===== src/rtl/sl_pkg.sv =====
// Shared definitions for the SL receive deframer: FSM states, frame outcomes
// and the idle level of an SL line.
package sl_pkg;

    typedef enum logic [2:0] {
        ST_WAIT_IDLE,
        ST_IDLE,
        ST_PULSE0,
        ST_PULSE1,
        ST_GAP,
        ST_STOP
    } sl_state_e;

    typedef enum logic [1:0] {
        OUT_WRITE,
        OUT_PARITY_ERR,
        OUT_LEN_ERR,
        OUT_OVERFLOW
    } sl_outcome_e;

    localparam logic SL_IDLE_LVL = 1'b1;

    // Priority: length, then parity, then FIFO space.
    function automatic sl_outcome_e sl_frame_outcome(input logic len_ok,
                                                     input logic parity_ok,
                                                     input logic full);
        sl_outcome_e res;
        if (!len_ok)         res = OUT_LEN_ERR;
        else if (!parity_ok) res = OUT_PARITY_ERR;
        else if (full)       res = OUT_OVERFLOW;
        else                 res = OUT_WRITE;
        return res;
    endfunction

endpackage


===== src/rtl/sl_line_filter.sv =====
// One SL line: 2-FF synchroniser followed by a run-length glitch filter that
// only moves the filtered level after MIN_PULSE equal synchronised samples.
module sl_line_filter
    import sl_pkg::*;
#(
    parameter int MIN_PULSE = 2
) (
    input  logic wr_clk,
    input  logic rd_rst_n,
    input  logic line_i,
    output logic level_o
);

    localparam int RUN_W = $clog2(MIN_PULSE + 1);

    logic             meta_q;
    logic             sync_q;
    logic             level_q;
    logic             level_d;
    logic [RUN_W-1:0] run_q;
    logic [RUN_W-1:0] run_d;

    always_comb begin
        level_d = level_q;
        run_d   = '0;
        if (sync_q != level_q) begin
            if (int'(run_q) + 1 >= MIN_PULSE) level_d = sync_q;
            else                              run_d   = run_q + 1'b1;
        end
    end

    always_ff @(posedge wr_clk or negedge rd_rst_n) begin
        if (!rd_rst_n) begin
            meta_q  <= SL_IDLE_LVL;
            sync_q  <= SL_IDLE_LVL;
            level_q <= SL_IDLE_LVL;
            run_q   <= '0;
        end else begin
            meta_q  <= line_i;
            sync_q  <= meta_q;
            level_q <= level_d;
            run_q   <= run_d;
        end
    end

    assign level_o = level_q;

endmodule


===== src/rtl/sl_rx_deframer.sv =====
// SL receive deframer: decodes filtered two-wire pulses into bits and stop
// markers, checks length and odd parity, and writes good words into the FIFO.
module sl_rx_deframer
    import sl_pkg::*;
#(
    parameter int DATA_SIZE   = 8,
    parameter int MIN_PULSE   = 2,
    parameter int BIT_TIMEOUT = 255
) (
    input  logic                 wr_clk,
    input  logic                 rd_rst_n,
    input  logic                 sl0,
    input  logic                 sl1,
    input  logic                 wr_full,
    output logic [DATA_SIZE-1:0] wr_data,
    output logic                 wr_inc,
    output logic                 parity_err,
    output logic                 len_err,
    output logic                 overflow
);

    localparam int FRAME_BITS = DATA_SIZE + 1;
    localparam int CNT_W      = $clog2(DATA_SIZE + 3);
    localparam int TMO_W      = $clog2(BIT_TIMEOUT + 1);
    localparam logic [CNT_W-1:0] CNT_FRAME = CNT_W'(FRAME_BITS);
    localparam logic [CNT_W-1:0] CNT_SAT   = CNT_W'(DATA_SIZE + 2);
    localparam logic [TMO_W-1:0] TMO_LIMIT = TMO_W'(BIT_TIMEOUT);

    logic lvl0, lvl1, lo0, lo1;

    sl_line_filter #(.MIN_PULSE(MIN_PULSE)) u_filt0 (
        .wr_clk(wr_clk), .rd_rst_n(rd_rst_n), .line_i(sl0), .level_o(lvl0)
    );
    sl_line_filter #(.MIN_PULSE(MIN_PULSE)) u_filt1 (
        .wr_clk(wr_clk), .rd_rst_n(rd_rst_n), .line_i(sl1), .level_o(lvl1)
    );

    assign lo0 = (lvl0 != SL_IDLE_LVL);
    assign lo1 = (lvl1 != SL_IDLE_LVL);

    sl_state_e           state_q, state_d;
    logic [CNT_W-1:0]    cnt_q, cnt_d;
    logic [TMO_W-1:0]    tmo_q, tmo_d;
    logic [FRAME_BITS-1:0] sr_q;
    logic [DATA_SIZE-1:0] wr_data_q, wr_data_d;
    logic                wr_inc_q, wr_inc_d, par_q, par_d, len_q, len_d, ovf_q, ovf_d;
    logic                timed, expired, settled, both_high;
    logic                shift_en, shift_bit, eval_en, abort;
    sl_outcome_e         outcome;

    assign both_high = !lo0 && !lo1;
    assign timed     = (state_q == ST_GAP) || (state_q == ST_PULSE0) || (state_q == ST_PULSE1);
    assign expired   = timed && (tmo_q == TMO_LIMIT);
    // After reset the synchronisers still show idle; the lines must stay high
    // longer than the sync+filter latency before a held-low line is trusted as idle.
    assign settled   = int'(tmo_q) >= MIN_PULSE + 3;

    always_ff @(posedge wr_clk or negedge rd_rst_n) begin
        if (!rd_rst_n) state_q <= ST_WAIT_IDLE;
        else           state_q <= state_d;
    end

    always_comb begin
        state_d = state_q;
        case (state_q)
            ST_WAIT_IDLE: if (both_high && settled) state_d = ST_IDLE;
            ST_IDLE, ST_GAP: begin
                if (lo0 && lo1) state_d = ST_STOP;
                else if (lo0)   state_d = ST_PULSE0;
                else if (lo1)   state_d = ST_PULSE1;
            end
            ST_PULSE0: if (lo1) state_d = ST_STOP; else if (!lo0) state_d = ST_GAP;
            ST_PULSE1: if (lo0) state_d = ST_STOP; else if (!lo1) state_d = ST_GAP;
            ST_STOP:   if (both_high) state_d = ST_IDLE;
            default:   state_d = ST_WAIT_IDLE;
        endcase
        if (expired) state_d = ST_WAIT_IDLE;
    end

    always_comb begin
        shift_en  = 1'b0;
        shift_bit = 1'b0;
        eval_en   = 1'b0;
        abort     = expired;
        case (state_q)
            ST_PULSE0: shift_en = both_high;
            ST_PULSE1: begin
                shift_en  = both_high;
                shift_bit = 1'b1;
            end
            ST_STOP:   eval_en = both_high;
            default:   ;
        endcase
        if (expired) shift_en = 1'b0;
    end

    assign outcome = sl_frame_outcome(cnt_q == CNT_FRAME, ^sr_q, wr_full);

    always_comb begin
        cnt_d = cnt_q;
        if (eval_en || abort || state_q == ST_WAIT_IDLE) cnt_d = '0;
        else if (shift_en && cnt_q != CNT_SAT)           cnt_d = cnt_q + 1'b1;

        tmo_d = '0;
        if (state_d != state_q)                 tmo_d = '0;
        else if (timed)                         tmo_d = tmo_q + 1'b1;
        else if (state_q == ST_WAIT_IDLE && both_high) tmo_d = settled ? tmo_q : tmo_q + 1'b1;

        wr_inc_d  = eval_en && (outcome == OUT_WRITE);
        par_d     = eval_en && (outcome == OUT_PARITY_ERR);
        len_d     = abort || (eval_en && (outcome == OUT_LEN_ERR));
        ovf_d     = eval_en && (outcome == OUT_OVERFLOW);
        wr_data_d = wr_inc_d ? sr_q[FRAME_BITS-1:1] : wr_data_q;
    end

    always_ff @(posedge wr_clk or negedge rd_rst_n) begin
        if (!rd_rst_n) begin
            cnt_q     <= '0;
            tmo_q     <= '0;
            wr_data_q <= '0;
            wr_inc_q  <= 1'b0;
            par_q     <= 1'b0;
            len_q     <= 1'b0;
            ovf_q     <= 1'b0;
        end else begin
            cnt_q     <= cnt_d;
            tmo_q     <= tmo_d;
            wr_data_q <= wr_data_d;
            wr_inc_q  <= wr_inc_d;
            par_q     <= par_d;
            len_q     <= len_d;
            ovf_q     <= ovf_d;
        end
    end

    // First received bit ends up in the MSB; the parity bit sits in bit 0.
    always_ff @(posedge wr_clk) begin
        if (shift_en) sr_q <= {sr_q[FRAME_BITS-2:0], shift_bit};
    end

    assign wr_data    = wr_data_q;
    assign wr_inc     = wr_inc_q;
    assign parity_err = par_q;
    assign len_err    = len_q;
    assign overflow   = ovf_q;

endmodule


===== config.mk =====
export PLATFORM = sky130hd
export DESIGN_NAME = sl_rx_deframer
export DESIGN_NICKNAME = d
export VERILOG_FILES = /design/src/rtl/sl_pkg.sv /design/src/rtl/sl_line_filter.sv /design/src/rtl/sl_rx_deframer.sv
export SDC_FILE = /design/constraint.sdc
export NUM_CORES = 1
export LEC_CHECK = 0
export BUFFER_PORTS_ARGS = -buffer_cell sky130_fd_sc_hd__buf_2
export CORE_ASPECT_RATIO = 1.1
export CORE_MARGIN = 2
export CORE_UTILIZATION = 40
export DETAILED_ROUTE_END_ITERATION = 10
export PLACE_DENSITY = 0.64
export SYNTH_ARGS = -nofsm -noshare
export SYNTH_HDL_FRONTEND = slang
export SYNTH_SLANG_ARGS = --single-unit

===== constraint.sdc =====
create_clock -name wr_clk -period 4.55 [get_ports wr_clk]
set_input_delay 0.91 -clock wr_clk [delete_from_list [all_inputs] [get_ports wr_clk]]
set_output_delay 0.91 -clock wr_clk [all_outputs]
set_load 0.05 [all_outputs]

# == After elaboration in Yosys (flattened, before gate mapping) ==
# Cells that the tools add are included.
# word_totals
regBits,46
wordCells,94
# op_classes
magnitude_cmp,3
muxes,28
bitwise,2
n_eq_ne,15
add_sub_neg,6
n_reduce_logical,23
# ops
operator,count
$ge 32x3->1 const B,2
$mux 8,4
$mux 3,10
$pmux 3 s5,1
$mux 2,7
$logic_and 1x1->1,10
$reduce_xor 9->1,1
$add 8x1->8 const B,1
$eq 8x8->1 const B,1
$ge 8x3->1 const B,1
$mux 4,2
$ne 4x4->1 const B,2
$add 2x1->3 const B,2
$eq 3x2->1 const B,2
$eq 3x3->1 const B,2
$logic_or 1x1->1,5
$add 2x1->2 const B,2
$add 4x1->4 const B,1
$eq 2x2->1 const B,2
$eq 4x4->1 const B,1
$mux 1,4
$reduce_and 2->1,2
$reduce_or 2->1,2
$eq 3x1->1 const B,1
other kinds (7),9

# == Logic depth before layout (Yosys ltp) ==
# depth
word_depth,8
depth_mapped,7
mapped_depth_nobuf,7

# == Modules after synthesis ==
# Synthesis repeated with hierarchy kept, for this count alone.
# unflattened
cells_unflattened,219
area_unflattened_um2,2403.6
# modules_own_cells
module,cells_per_inst,seq_area_each_um2,area_per_inst_um2,instances
sl_rx_deframer,193,945.9,2013.2,1
sl_line_filter,13,128.9,195.2,2

# == Worst setup path before layout ==
# No wires, ideal clock.
# synth_path
path_kind,register -> register
start,register tmo_q[0]
end,register cnt_q[1]
t_arrival_ns,2.209
period_less_slack_ns,2.287
t_required_ns,4.472
stages_incl_launch_ff,8
setup_slack_ns,2.263
path_buffers,1
path_cell_list,dfrtp_1 -> ha_1 -> and3_2 -> clkbuf_1 -> a211oi_2 -> nand2_1 -> or2_2 -> a21oi_1
# synth_between
elab_chain_len,5
# synth_lines
item,line_no,rtl
start: declaration,sl_rx_deframer.sv:43,"logic [TMO_W-1:0] tmo_q, tmo_d;"
start signal: assignment,sl_rx_deframer.sv:127,tmo_q <= tmo_d;
$eq 8x8->1,sl_rx_deframer.sv:53,assign expired = timed && (tmo_q == TMO_LIMIT);
$logic_and 1x1->1,sl_rx_deframer.sv:53,
$mux 1,sl_rx_deframer.sv:94,if (expired) shift_en = 1'b0;
via shift_en,sl_rx_deframer.sv:48,"logic shift_en, shift_bit, eval_en, abort;"
$logic_and 1x1->1,sl_rx_deframer.sv:102,else if (shift_en && cnt_q != CNT_SAT) cnt_d = cnt_q + 1'b1;
$reduce_bool 2->1 (no line),--,
end signal: assignment,sl_rx_deframer.sv:126,cnt_q <= cnt_d;
end: declaration,sl_rx_deframer.sv:42,"logic [CNT_W-1:0] cnt_q, cnt_d;"
# The timed path passes the listed nets, and every way through them passes these cells.
# A chain may end at the register's enable or synchronous reset.

# == Worst setup path after layout ==
# Ends and elaborated chain as after synthesis.

==> impl_metrics.env <==
export IMPL_status="finished clean"
export IMPL_grt_use_total_pct=13.50
export IMPL_setup_violations_final=0
export IMPL_regArea_um2=1204
export IMPL_syn_cell_area_um2=2411
export IMPL_p_comb_share_pct=34.7
export IMPL_worst_path_dominant_cell_family="compound AO/OA/AOI/OAI gates"
export IMPL_crit_arrival_ns=2.73
export IMPL_avgRoutedWirePerCell_um=13.40
export IMPL_critical_path_cell_chain="ha_1 > and3_2 > a211oi_2 > nand2_1 > or2_2 > a21oi_1"
export IMPL_ctsHtreeMaxLevel=2
export IMPL_synth_avg_cell_area_um2=11.11
export IMPL_relSlewSlack_pct=39.25
export IMPL_place_congestion=0.8728
export IMPL_pwr_share_clk_pct=19.6
export IMPL_final_core_util_pct=45.11
export IMPL_synth_top_flop_cell="dfrtp_1"
export IMPL_cp_start_kind="flop"
export IMPL_n_antenna_cell=0
export IMPL_cts_hold_buffers=0
export IMPL_post_cts_buffers=0
export IMPL_fmax_mhz=400.4
export IMPL_clock_latency_ns=0.30
export IMPL_critPathMaxFanout=12
export IMPL_wl_met2_um=1911
export IMPL_synth_edf_count=9
export IMPL_crit_slowest_cell="a211oi_2"
export IMPL_dp_hpwl_um=2863
export IMPL_max_stage_delay_ns=0.79
export IMPL_synthTopCellsByCount="dfrtp_1 (31), nor2_1 (18), inv_1 (14), nand2_1 (12), mux2_2 (11)"
export IMPL_die_area_um2=6665
export IMPL_p_int_mw=0.7942
export IMPL_vias_per_cell=5.179
export IMPL_die_h_um=85.43
export IMPL_seq_area_frac_synth_pct=49.92
export IMPL_core_um2=5806
export IMPL_fill_cells=553
export IMPL_area_delta_synth_final_pct=8.614
export IMPL_drtAntennaViolNets=0
export IMPL_synth_top_area_share_pct=32.17
export IMPL_rsz0062_at_grt="false"
export IMPL_clk_pin_slew_worst_paths_ns=0.09
export IMPL_drt_pass1_iter_count=4
export IMPL_row_count=29
export IMPL_drc=0
export IMPL_cts_buffers_inserted=5
export IMPL_met3_length_um=182
export IMPL_io_pins=17
export IMPL_start_util_pct=41.53
export IMPL_hold_violations=0
export IMPL_cts_root_buffer="clkbuf_8"
export IMPL_crit_type="reg -> reg"
export IMPL_switching_share_pct=38.44
export IMPL_fin_crit_ns=2.497
export IMPL_max_cap_violations=0
export IMPL_hp_class="reg -> reg"
export IMPL_wirelength_um=4126
export IMPL_synth_nets=232
export IMPL_fin_crit_sh_pct=54.89
export IMPL_top_layer="met4"
export IMPL_cts_tree="done"
export IMPL_worstSetupEndpointType="flop"
export IMPL_synth_async_reset_ratio_pct=80.43
export IMPL_final_max_slew_viol_count=0
export IMPL_layout_drive_gt1_share_pct=22.94
export IMPL_p_total_mw=1.290
export IMPL_p_leak_nw=1.132
export IMPL_grt_pass1_vias=1556
export IMPL_dr_total_vias=1595
export IMPL_yosysWarnings=0
export IMPL_ir_worst_vdd_v=0.0003561
export IMPL_post_synth_top_area_cell="dfrtp_1"
export IMPL_grt_pass1_wl_um=7162
export IMPL_p_switching_mw=0.4960
export IMPL_yosys_top_cells_area="dfrtp_1 (32%), edfxtp_1 (11%), dfstp_2 (6.5%), ha_1 (5.2%), mux2_2 (5.1%)"
export IMPL_fin_nets=245
export IMPL_grt_antenna_before_repair=0
export IMPL_grt_max_degree=38
export IMPL_numPortBuffers=16
export IMPL_instances_no_fill=308
export IMPL_die_x_um=78.03
export IMPL_tns_ns=0
export IMPL_clockBufferDepth=2
export IMPL_drtIter0Drc=76
export IMPL_multi_input_area_um2=1096
export IMPL_numPlacedInstances=300
export IMPL_required_ns=4.78
export IMPL_syn_inst=217
export IMPL_power_density_nw_per_um2=492.7
export IMPL_met1_length_um=1988
export IMPL_synth_seq_cells=46
export IMPL_cp_num_buf_inv=0
export IMPL_cts_num_sinks=46
export IMPL_synth_most_common_cell="dfrtp_1"
export IMPL_ctsResizeCount=0
export IMPL_grt_overflow_total=0
export IMPL_ys_types=57
export IMPL_p_seq_share_pct=45.6
export IMPL_fin_skew_ns=0.006493
export IMPL_worst_pin_slew_ns=0.9095
[placed cells by master (no fill, tap or decap), types with 5 or more instances in the layout]
cell	instances
nor3_1	6
inv_1	14
buf_2	16
mux2_2	11
clkbuf_8	5
xnor2_1	8
nor2_1	18
dfstp_2	6
nand3_1	6
dfrtp_1	31
edfxtp_1	9
nand2_1	12
o21ai_0	6
ha_1	10
a21oi_1	5
xor2_1	8
[stage by stage]
step                      cell area, um2  hold WS [ns]  setup slack [ns]
after floorplan                     2411        0.3452             2.263
final                               2619        0.3594             2.053
after CTS                           2619        0.3609             2.048
after detailed placement            2529        0.3468             2.069
after global placement              2529        0.3459             2.149
after global routing                2619        0.3651             1.845
[cells by family (layout without fill, tap and decap cells)]
| logic type | Yosys count | after routing | synth area share [%] |
|---|---|---|---|
| AO/OA/AOI/OAI | 36 | 36 | 11.52 |
| multiplexers | 11 | 11 | 5.138 |
| adder cells (fa/ha/maj) | 11 | 11 | 5.605 |
| flip-flops | 46 | 46 | 49.92 |
| buffers and inverters | 24 | 38 | 4.619 |
| AND/OR/NAND/NOR | 72 | 72 | 16.45 |
| XOR/XNOR | 17 | 17 | 6.746 |
[power groups by stage]
stage / Clock, mW / Sequential [mW] / Combinational (mW)
after floorplan: 0 / 0.525 / 0.442
after global placement: 0 / 0.595 / 0.446
final: 0.253 / 0.589 / 0.448
after CTS: 0.264 / 0.588 / 0.452
after detailed placement: 0 / 0.596 / 0.450
after global routing: 0.279 / 0.602 / 0.511
[flip-flops by register name, summed over array words and instances (netlist names), 2 cells and up]
signal	flops
state_q	3
wr_data	8
u_filt1.run_q	2
cnt_q	4
u_filt0.run_q	2
sr_q	9
tmo_q	8
[area by class of cell]
class                           count  area share (%)
Clock buffer                        5           2.628
Clock inverter                      3          0.8122
Inverter                           14           2.007
Multi-Input combinational cell    147           41.85
Sequential cell                    46           45.96
Tap cell                           77           3.679
Timing Repair Buffer               16           3.058
[per-layer routing]
layer,vias to the layer above,global-route usage (%)
met5,-,0
met4,0,3.828
met1,767,17.70
li1,786,-
met3,4,3.404
met2,38,22.26
[final timing paths]
check	from	to	slack [ns]	cells past startpoint
max	tmo_q[0]$_DFFE_PN0P_	cnt_q[1]$_DFFE_PN0P_	2.05	6
min	u_filt1.meta_q$_DFF_PN1_	u_filt1.sync_q$_DFF_PN1_	0.36	0
max reg2reg	tmo_q[0]$_DFFE_PN0P_	cnt_q[1]$_DFFE_PN0P_	2.05	6
min reg2reg	u_filt1.meta_q$_DFF_PN1_	u_filt1.sync_q$_DFF_PN1_	0.36	0
max in group asynchronous	rd_rst_n	wr_data[1]$_DFFE_PN0P_	3.34	1
min in group asynchronous	rd_rst_n	tmo_q[1]$_DFFE_PN0P_	0.70	1
(Power assumes the default switching activity.)
